--- src/rtl/regfile_pkg.sv ---
// Shared definitions for the register-file access controller.
// The optional macro WR_BYPASS_EN (used in regfile_ctrl) adds same-cycle write forwarding.
package regfile_pkg;

    localparam int ADDR_W   = 4;
    localparam int DATA_W   = 8;
    localparam int DEPTH    = 16;
    localparam int ZERO_REG = 0;

    typedef enum logic {
        S_CLEAR = 1'b0,
        S_RUN   = 1'b1
    } state_t;

endpackage

--- src/rtl/rf_wr_arb.sv ---
// Fixed-priority 2:1 writeback arbiter: port 0 always wins over port 1.
// Purely combinational; the winner's address and data are muxed out.
module rf_wr_arb #(
    parameter int ADDR_W = 4,
    parameter int DATA_W = 8
) (
    input  logic              req0,
    input  logic [ADDR_W-1:0] addr0,
    input  logic [DATA_W-1:0] data0,
    input  logic              req1,
    input  logic [ADDR_W-1:0] addr1,
    input  logic [DATA_W-1:0] data1,
    output logic              gnt0,
    output logic              gnt1,
    output logic              win_valid,
    output logic [ADDR_W-1:0] win_addr,
    output logic [DATA_W-1:0] win_data
);

    // Grant and mux: port 0 wins whenever it requests.
    always_comb begin
        gnt0      = 1'b0;
        gnt1      = 1'b0;
        win_valid = 1'b0;
        win_addr  = addr1;
        win_data  = data1;
        if (req0) begin
            gnt0      = 1'b1;
            win_valid = 1'b1;
            win_addr  = addr0;
            win_data  = data0;
        end else if (req1) begin
            gnt1      = 1'b1;
            win_valid = 1'b1;
        end
    end

endmodule

--- src/rtl/regfile_ctrl.sv ---
// Access controller for a 2-read/1-write register file built from two
// dual-port RAM copies (1-cycle read latency). Clears the RAM after reset,
// arbitrates two writeback ports, pipelines paired reads, forces r0 to zero.
// Optional macro WR_BYPASS_EN: forward a write granted in the same cycle as
// a read to that read's returned data.
//
// Handshakes: a writeback port is accepted in the cycle its wbX_gnt is high
// (req held stable until then); a read is accepted in any cycle with
// rd_req && ready and its data is valid exactly one cycle later with rd_ack.
module regfile_ctrl
    import regfile_pkg::*;
#(
    parameter int ADDR_W = regfile_pkg::ADDR_W,
    parameter int DATA_W = regfile_pkg::DATA_W,
    parameter int DEPTH  = regfile_pkg::DEPTH
) (
    input  logic              clk,
    input  logic              aclr_n,
    input  logic              wb0_req,
    input  logic [ADDR_W-1:0] wb0_addr,
    input  logic [DATA_W-1:0] wb0_data,
    output logic              wb0_gnt,
    input  logic              wb1_req,
    input  logic [ADDR_W-1:0] wb1_addr,
    input  logic [DATA_W-1:0] wb1_data,
    output logic              wb1_gnt,
    input  logic              rd_req,
    input  logic [ADDR_W-1:0] rd_addr_1,
    input  logic [ADDR_W-1:0] rd_addr_2,
    output logic              rd_ack,
    output logic [DATA_W-1:0] rd_data_1,
    output logic [DATA_W-1:0] rd_data_2,
    output logic              ready,
    output logic              ram_aclr,
    output logic              ram_wren,
    output logic [ADDR_W-1:0] ram_wraddress,
    output logic [DATA_W-1:0] ram_data,
    output logic              ram_rden_1,
    output logic              ram_rden_2,
    output logic [ADDR_W-1:0] ram_rdaddress_1,
    output logic [ADDR_W-1:0] ram_rdaddress_2,
    input  logic [DATA_W-1:0] ram_q_1,
    input  logic [DATA_W-1:0] ram_q_2,
    output state_t            dbg_state
);

    localparam logic [ADDR_W-1:0] ZERO_ADDR = ADDR_W'(ZERO_REG);
    localparam logic [ADDR_W-1:0] LAST_ADDR = ADDR_W'(DEPTH - 1);

    state_t              state, state_nxt;
    logic [ADDR_W-1:0]   clr_cnt;
    logic                win_valid;
    logic [ADDR_W-1:0]   win_addr;
    logic [DATA_W-1:0]   win_data;
    logic                rd_accept;
    logic                rd_pend;
    logic [ADDR_W-1:0]   rd_a1_q, rd_a2_q;
    logic [DATA_W-1:0]   hold_1, hold_2;
    logic [DATA_W-1:0]   rd_val_1, rd_val_2;

    assign ram_aclr  = ~aclr_n;
    assign ready     = (state == S_RUN);
    assign dbg_state = state;

    // State register and clear-address counter.
    always_ff @(posedge clk or negedge aclr_n) begin
        if (!aclr_n) begin
            state   <= S_CLEAR;
            clr_cnt <= '0;
        end else begin
            state <= state_nxt;
            if (state == S_CLEAR) clr_cnt <= clr_cnt + 1'b1;
        end
    end

    // Next state: leave the clear sweep after the last address; run forever.
    always_comb begin
        state_nxt = state;
        case (state)
            S_CLEAR: if (clr_cnt == LAST_ADDR) state_nxt = S_RUN;
            S_RUN:   state_nxt = S_RUN;
            default: state_nxt = S_CLEAR;
        endcase
    end

    rf_wr_arb #(
        .ADDR_W (ADDR_W),
        .DATA_W (DATA_W)
    ) u_arb (
        .req0      (wb0_req & ready),
        .addr0     (wb0_addr),
        .data0     (wb0_data),
        .req1      (wb1_req & ready),
        .addr1     (wb1_addr),
        .data1     (wb1_data),
        .gnt0      (wb0_gnt),
        .gnt1      (wb1_gnt),
        .win_valid (win_valid),
        .win_addr  (win_addr),
        .win_data  (win_data)
    );

    // Write port: clear sweep owns it until ready, then the arbiter winner; r0 writes dropped.
    always_comb begin
        ram_wren      = 1'b0;
        ram_wraddress = win_addr;
        ram_data      = win_data;
        if (!ready) begin
            ram_wren      = 1'b1;
            ram_wraddress = clr_cnt;
            ram_data      = '0;
        end else begin
            ram_wren = win_valid && (win_addr != ZERO_ADDR);
        end
    end

    assign rd_accept       = rd_req & ready;
    assign ram_rden_1      = rd_accept;
    assign ram_rden_2      = rd_accept;
    assign ram_rdaddress_1 = rd_addr_1;
    assign ram_rdaddress_2 = rd_addr_2;

    // Read pipeline: remember which addresses were issued so r0 can be forced next cycle.
    always_ff @(posedge clk or negedge aclr_n) begin
        if (!aclr_n) begin
            rd_pend <= 1'b0;
            rd_a1_q <= '0;
            rd_a2_q <= '0;
        end else begin
            rd_pend <= rd_accept;
            if (rd_accept) begin
                rd_a1_q <= rd_addr_1;
                rd_a2_q <= rd_addr_2;
            end
        end
    end

`ifdef WR_BYPASS_EN
    logic              byp_v_q;
    logic [ADDR_W-1:0] byp_a_q;
    logic [DATA_W-1:0] byp_d_q;

    // Capture the write committed alongside a read so the read can see it.
    always_ff @(posedge clk or negedge aclr_n) begin
        if (!aclr_n) begin
            byp_v_q <= 1'b0;
            byp_a_q <= '0;
            byp_d_q <= '0;
        end else begin
            byp_v_q <= ready && ram_wren;
            byp_a_q <= ram_wraddress;
            byp_d_q <= ram_data;
        end
    end

    // Returned value: r0 is zero, a matching same-cycle write wins, else RAM.
    always_comb begin
        rd_val_1 = ram_q_1;
        rd_val_2 = ram_q_2;
        if (rd_a1_q == ZERO_ADDR)                  rd_val_1 = '0;
        else if (byp_v_q && rd_a1_q == byp_a_q)    rd_val_1 = byp_d_q;
        if (rd_a2_q == ZERO_ADDR)                  rd_val_2 = '0;
        else if (byp_v_q && rd_a2_q == byp_a_q)    rd_val_2 = byp_d_q;
    end
`else
    // Returned value: r0 is zero, else RAM (old data on a same-cycle write).
    always_comb begin
        rd_val_1 = ram_q_1;
        rd_val_2 = ram_q_2;
        if (rd_a1_q == ZERO_ADDR) rd_val_1 = '0;
        if (rd_a2_q == ZERO_ADDR) rd_val_2 = '0;
    end
`endif

    assign rd_ack    = rd_pend;
    assign rd_data_1 = rd_pend ? rd_val_1 : hold_1;
    assign rd_data_2 = rd_pend ? rd_val_2 : hold_2;

    // Hold the last returned data while no acknowledge is pending.
    always_ff @(posedge clk or negedge aclr_n) begin
        if (!aclr_n) begin
            hold_1 <= '0;
            hold_2 <= '0;
        end else if (rd_pend) begin
            hold_1 <= rd_val_1;
            hold_2 <= rd_val_2;
        end
    end

endmodule

--- config.mk ---
export PLATFORM = sky130hd
export DESIGN_NAME = regfile_ctrl
export DESIGN_NICKNAME = d
export VERILOG_FILES = /design/src/rtl/regfile_pkg.sv /design/src/rtl/rf_wr_arb.sv /design/src/rtl/regfile_ctrl.sv
export SDC_FILE = /design/constraint.sdc
export NUM_CORES = 1
export LEC_CHECK = 0
export CORE_MARGIN = 2
export CORE_UTILIZATION = 25
export CTS_BUF_LIST = sky130_fd_sc_hd__clkbuf_8
export DETAILED_ROUTE_END_ITERATION = 10
export PLACE_DENSITY = 0.56
export SKIP_LAST_GASP = 1
export SYNTH_ARGS = -nofsm -noshare
export SYNTH_HDL_FRONTEND = slang
export SYNTH_SLANG_ARGS = --single-unit
--- constraint.sdc ---
create_clock -name clk -period 2.7 [get_ports clk]
set_clock_uncertainty 0.2 [all_clocks]
set_input_delay 0.54 -clock clk [delete_from_list [all_inputs] [get_ports clk]]
set_output_delay 0.54 -clock clk [all_outputs]
set_load 0.05 [all_outputs]
Yosys cells after proc, flatten, opt, wreduce, memory -nomap -nowiden:

Cells that the tools add are included.

* register bits: 30
* input bits: 53

* add/subtract/negate cells: 1
* eq/ne operators: 1
* mux-type cells: 15
* bitwise operators: 5
* reductions and logical operators: 4

Operators with widths (count)
* 8-bit 2-to-1 mux: 6
* 4-bit logical NOT: 2
* 4-bit 2-to-1 mux: 2
* 1-bit 2-to-1 mux: 6
* 4-bit by 1-bit adder with 4-bit output (second input constant): 1
* 4-bit == test (second input constant): 1
* 4-bit nonzero test: 1
* 1-bit AND: 3
* 1-bit NOT: 2
* 1-bit case mux with 2 select lines: 1
* 1-bit logical AND: 1

Longest topological paths before layout:

* word-level depth: 5
* gate-level depth with buffers: 4
* mapped depth without buffers: 3

By module:

Synthesis repeated with hierarchy kept, for this count alone.

* cell total of the unflattened synthesis: 145
* area, all modules: 1582.8 um^2

By module, submodules not included
* regfile_ctrl: times used 1, cells an instance 129, area each 1413.9 um^2, seq. area each 750.7 um^2
* rf_wr_arb: times used 1, cells an instance 16, area each 168.9 um^2, seq. area each 0.0 um^2

Worst setup path before layout:

OpenSTA, ideal clock, no wires.

* path kind: register -> output
* start: register state (netlist: dbg_state)
* end: output port ram_wraddress[0]
* arrival: 1.920 ns
* path slack: 0.040 ns
* cell stages (with the launch flop): 5
* path buffers: 2
* cells stage by stage: dfrtp_1 buf_2 clkbuf_1 nor2_1 a21oi_1

* word-level cells in the longest chain between the ends: 3

RTL lines
* start: declaration: RTL line regfile_ctrl.sv:50 `state_t state, state_nxt;`
* start signal: assignment: RTL line regfile_ctrl.sv:71 `state <= state_nxt;`
* 1-bit AND: RTL line regfile_ctrl.sv:90 `.req0 (wb0_req & ready),`
* 4-bit 2-to-1 mux: RTL line rf_wr_arb.sv:27 `if (req0) begin`
* 4-bit 2-to-1 mux *: RTL line regfile_ctrl.sv:108 `if (!ready) begin`
* end: declaration: RTL line regfile_ctrl.sv:36 `output logic [ADDR_W-1:0] ram_wraddress,`

Mark *: on every way between the ends. The rest lies on a longest branch, timed or not.

Worst setup path in the final report:

* start: register rd_a2_q[1]
* end: output port rd_data_2[0]

* word-level cells in the longest chain between the ends: 3

RTL lines
* start: declaration: RTL line regfile_ctrl.sv:57 `logic [ADDR_W-1:0] rd_a1_q, rd_a2_q;`
* start signal: assignment: RTL line regfile_ctrl.sv:133 `rd_a2_q <= rd_addr_2;`
* 4-bit logical NOT: RTL line regfile_ctrl.sv:171 `if (rd_a2_q == ZERO_ADDR) rd_val_2 = '0;`
* 8-bit 2-to-1 mux: RTL line regfile_ctrl.sv:171
* 8-bit 2-to-1 mux
* end: declaration: RTL line regfile_ctrl.sv:32 `output logic [DATA_W-1:0] rd_data_2,`

Every way passes these cells.

==> summary.txt <==
Logic synthesis
  • Average instance area after synthesis: 10.4 um2
  • Number of flops mapped to enable cells by yosys: 0
  • Nets in the synthesized netlist: 204
  • Most instantiated library cell after synthesis: sky130_fd_sc_hd__inv_1
  • Distinct cell type count of the synthesized netlist: 23
  • Number of warning messages in the yosys log: 0
  • Async set-or-reset flop fraction in the synthesized netlist: 100%
  • Library cell with the largest summed area after synthesis: sky130_fd_sc_hd__dfrtp_1
  • Netlist area before placement: 1560 um2
  • Top area cells in the synthesized netlist: sky130_fd_sc_hd__dfrtp_1, sky130_fd_sc_hd__inv_1, sky130_fd_sc_hd__mux2i_1
  • Gate count of the mapped netlist: 150
  • Most instantiated cells after synthesis: sky130_fd_sc_hd__inv_1, sky130_fd_sc_hd__dfrtp_1, sky130_fd_sc_hd__o22ai_1, sky130_fd_sc_hd__buf_4, sky130_fd_sc_hd__mux2i_1
  • Register bit count reported by yosys: 30
  • Post-synthesis sequential area ratio: 48.1%
  • Top flip-flop cell by instance count after synthesis: sky130_fd_sc_hd__dfrtp_1
  • Share of the synthesized area in the top cell type: 48.1%

CTS
  • CTS max path bufs: 2
  • Post-CTS clock slew at the launch and capture registers of the worst setup and hold paths: 0.06 ns
  • Setup fix buffers added after clock tree synthesis: 0
  • Resized Gates After CTS: 0
  • Later-pin clock latency in the skew report: 0.28 ns
  • CTS buffer count: 5
  • CTS tree: built
  • Library cell used as clock root buffer: sky130_fd_sc_hd__clkbuf_8
  • Number of buffers added to fix hold violations after cts: 0
  • H-tree depth: 2
  • Sinks on the clock net: 30

STA
  • Setup repair after global routing missed its margin: false
  • Setup violation total in the final timing report: 0
  • Post-Route Setup TNS: 0 ns
  • Normalized max-slew margin: 61.5%
  • Number of max-slew violations in the final report: 0
  • Timing-limited maximum frequency: 393 MHz
  • Minimum clock period after layout: 2.54 ns
  • Slew @ Worst Pin: 0.575 ns
  • Share of the clock period used by the worst path: 94.2%
  • Number of hold violations in the final report: 0
  • Final hold slack: 0.302 ns

Power and ir drop
  • Internal power: 0.974 mW
  • Share of power burned in combinational logic: 40.3%
  • Overall power after layout: 1.46 mW
  • Part of the total power dissipated in sequential elements: 34.6%
  • Clock share of power: 25.1%
  • Power spent charging and discharging nets: 0.489 mW
  • Power per unit of standard cell area: 493 nW/um2
  • Maximum resistive drop on vdd: 376 uV
  • Leakage power summed over all cells: 1.40 nW
  • Share of total power consumed by net switching: 33.4%

Critical path
  • Data required time at the worst endpoint: 1.96 ns
  • Worst reg-to-reg path cell count: 2
  • Setup Crit Path Kind: register to output port
  • Critical Path Start: rd_a2_q[1]
  • CP startpoint kind: register
  • Flop-to-flop setup slack: 1.01 ns
  • Worst-path maximum fanout: 8
  • Timing endpoint of the critical path: rd_data_2[0]
  • Worst reg2reg path startpoint: rd_a2_q[1]
  • Signal arrival time at the worst endpoint: 1.80 ns
  • Kind of capture point of the worst setup path: output port
  • Endpoint of the worst-slack reg-to-reg timing path: hold_2[3]

Placement
  • Detailed-placement wirelength estimate: 3160 um
  • Count of input and output buffers: 97
  • DP Cell Count: 310
  • Weighted congestion at the end of routability-driven global placement: 0.827

Routing
  • TritonRoute pass-1 iters: 4
  • Antenna-violating nets left: 0
  • Total wire length after detailed routing: 4040 um
  • Residual DRC count: 0
  • Total via count in the routed design: 1344
  • DR vias/cell: 4.23
  • Iteration-0 DRC Markers: 30
  • Routed wire per std cell: 12.7 um

Cells and area
  • Util after Layout: 49.5%
  • Nets: 296
  • P&R area growth vs syn: 90.1%
  • Non-Filler Instances: 318
  • Antenna diode count: 0
  • Proportion of layout cells with a drive suffix above 1: 28.0%

GRT
  • Number of antenna violations at the first check in global routing: 0
  • Via count of the first global-routing pass: 1404
  • Gr busiest metal: met2
  • Grt met2 use: 17.2%
  • Maximum number of pins on one net before global-route repair: 31
  • Met3 capacity usage during global routing: 6.56%
  • Global-route usage over all layers: 12.4%
  • Wire length of the first global-routing pass: 6870 um
  • Overall overflow remaining after global route: 0
  • Routing usage on met1: 16.5%

Floorplanning
  • I/O pin count: 98
  • Std cell rows: 28
  • Chip width: 83 um
  • Vertical die dimension: 83 um
  • Initial Util: 26.0%
  • Floorplan Core Area: 5990 um2
  • Total Die Area: 6890 um2

Run
  • Number of violations of the max-capacitance limit: 0

Outcome
  • Result of the run: finished clean

Hold path
  • Min-Delay Path Class: register to register
layout make-up:
| cell class | instances | area (um2) |
|---|---|---|
| clock buffer | 6 | 82.6 |
| clock inverter | 2 | 8.76 |
| tap | 75 | 93.8 |
| timing repair buffer | 102 | 1330 |
| multi-input combinational | 69 | 569 |
| fill | 549 | 3020 |
| inverter | 34 | 128 |
| sequential | 30 | 751 |
worst min path at each step:
stage | from | endpoint | slack [ns] | depth (start not counted)
floorplan | aclr_n | clr_cnt[0] | 0.04 | 0
global placement | clr_cnt[3] | clr_cnt[3] | 0.29 | 1
detailed placement | clr_cnt[3] | clr_cnt[3] | 0.31 | 1
CTS | clr_cnt[3] | clr_cnt[3] | 0.31 | 1
global route | clr_cnt[3] | clr_cnt[3] | 0.35 | 1
finish | clr_cnt[3] | clr_cnt[3] | 0.30 | 1
state kept, by name (all words and copies together) (netlist names):
signal and flops:
hold_1 8, clr_cnt 4, hold_2 8, rd_a1_q 4, rd_a2_q 4, rd_ack 1
dbg_state 1
cells in the final DEF (no fill, tap or decap), types with 4 or more instances in the layout:
master and instances:
sky130_fd_sc_hd__buf_4 15, sky130_fd_sc_hd__a21oi_1 4, sky130_fd_sc_hd__nor2b_1 8, sky130_fd_sc_hd__buf_12 35, sky130_fd_sc_hd__nor2_1 5, sky130_fd_sc_hd__mux2i_1 12
sky130_fd_sc_hd__inv_1 35, sky130_fd_sc_hd__mux2_2 7, sky130_fd_sc_hd__o22ai_1 16, sky130_fd_sc_hd__dfrtp_1 30, sky130_fd_sc_hd__clkbuf_8 6, sky130_fd_sc_hd__clkdlybuf4s50_1 52
power by group through the flow:
stage	combinational, mW	sequential [mW]	clock, mW
finish	0.590	0.507	0.367
global route	0.619	0.512	0.403
CTS	0.596	0.508	0.383
detailed placement	0.594	0.516	0
global placement	0.592	0.515	0
floorplan	0.282	0.514	0
stage by stage:
step / setup WS (ns) / cell area, um2
final: 0.158 / 2970
after detailed placement: 0.199 / 2880
after floorplan: 0.0396 / 1560
after global routing: 0.0124 / 2970
after global placement: 0.236 / 2880
after CTS: 0.0809 / 2970
kinds of logic (layout without fill, tap and decap cells):
family / after synthesis / after routing / share of synthesized area [%]
XOR/XNOR: 3 / 3 / 1.68
AO/OA/AOI/OAI: 26 / 26 / 13.4
multiplexers: 21 / 21 / 14.2
AND/OR/NAND/NOR: 18 / 18 / 6.42
adder cells (fa/ha/maj): 1 / 1 / 0.802
buffers and inverters: 51 / 144 / 15.4
flip-flops: 30 / 30 / 48.1
worst max-delay path, cell delays in order, from the launching register on:
cell	delay [ns]
sky130_fd_sc_hd__dfrtp_1	0.40
sky130_fd_sc_hd__o41ai_4	0.62
sky130_fd_sc_hd__o22ai_1	0.28
sky130_fd_sc_hd__buf_12	0.22
routing by layer:
| metal | part of all wire [%] | up-vias |
|---|---|---|
| li1 | - | 664 |
| met1 | 48 | 593 |
| met2 | 40 | 81 |
| met3 | 11 | 6 |
| met4 | 1.4 | 0 |
| met5 | 0 | - |
(Power assumes the default switching activity.)
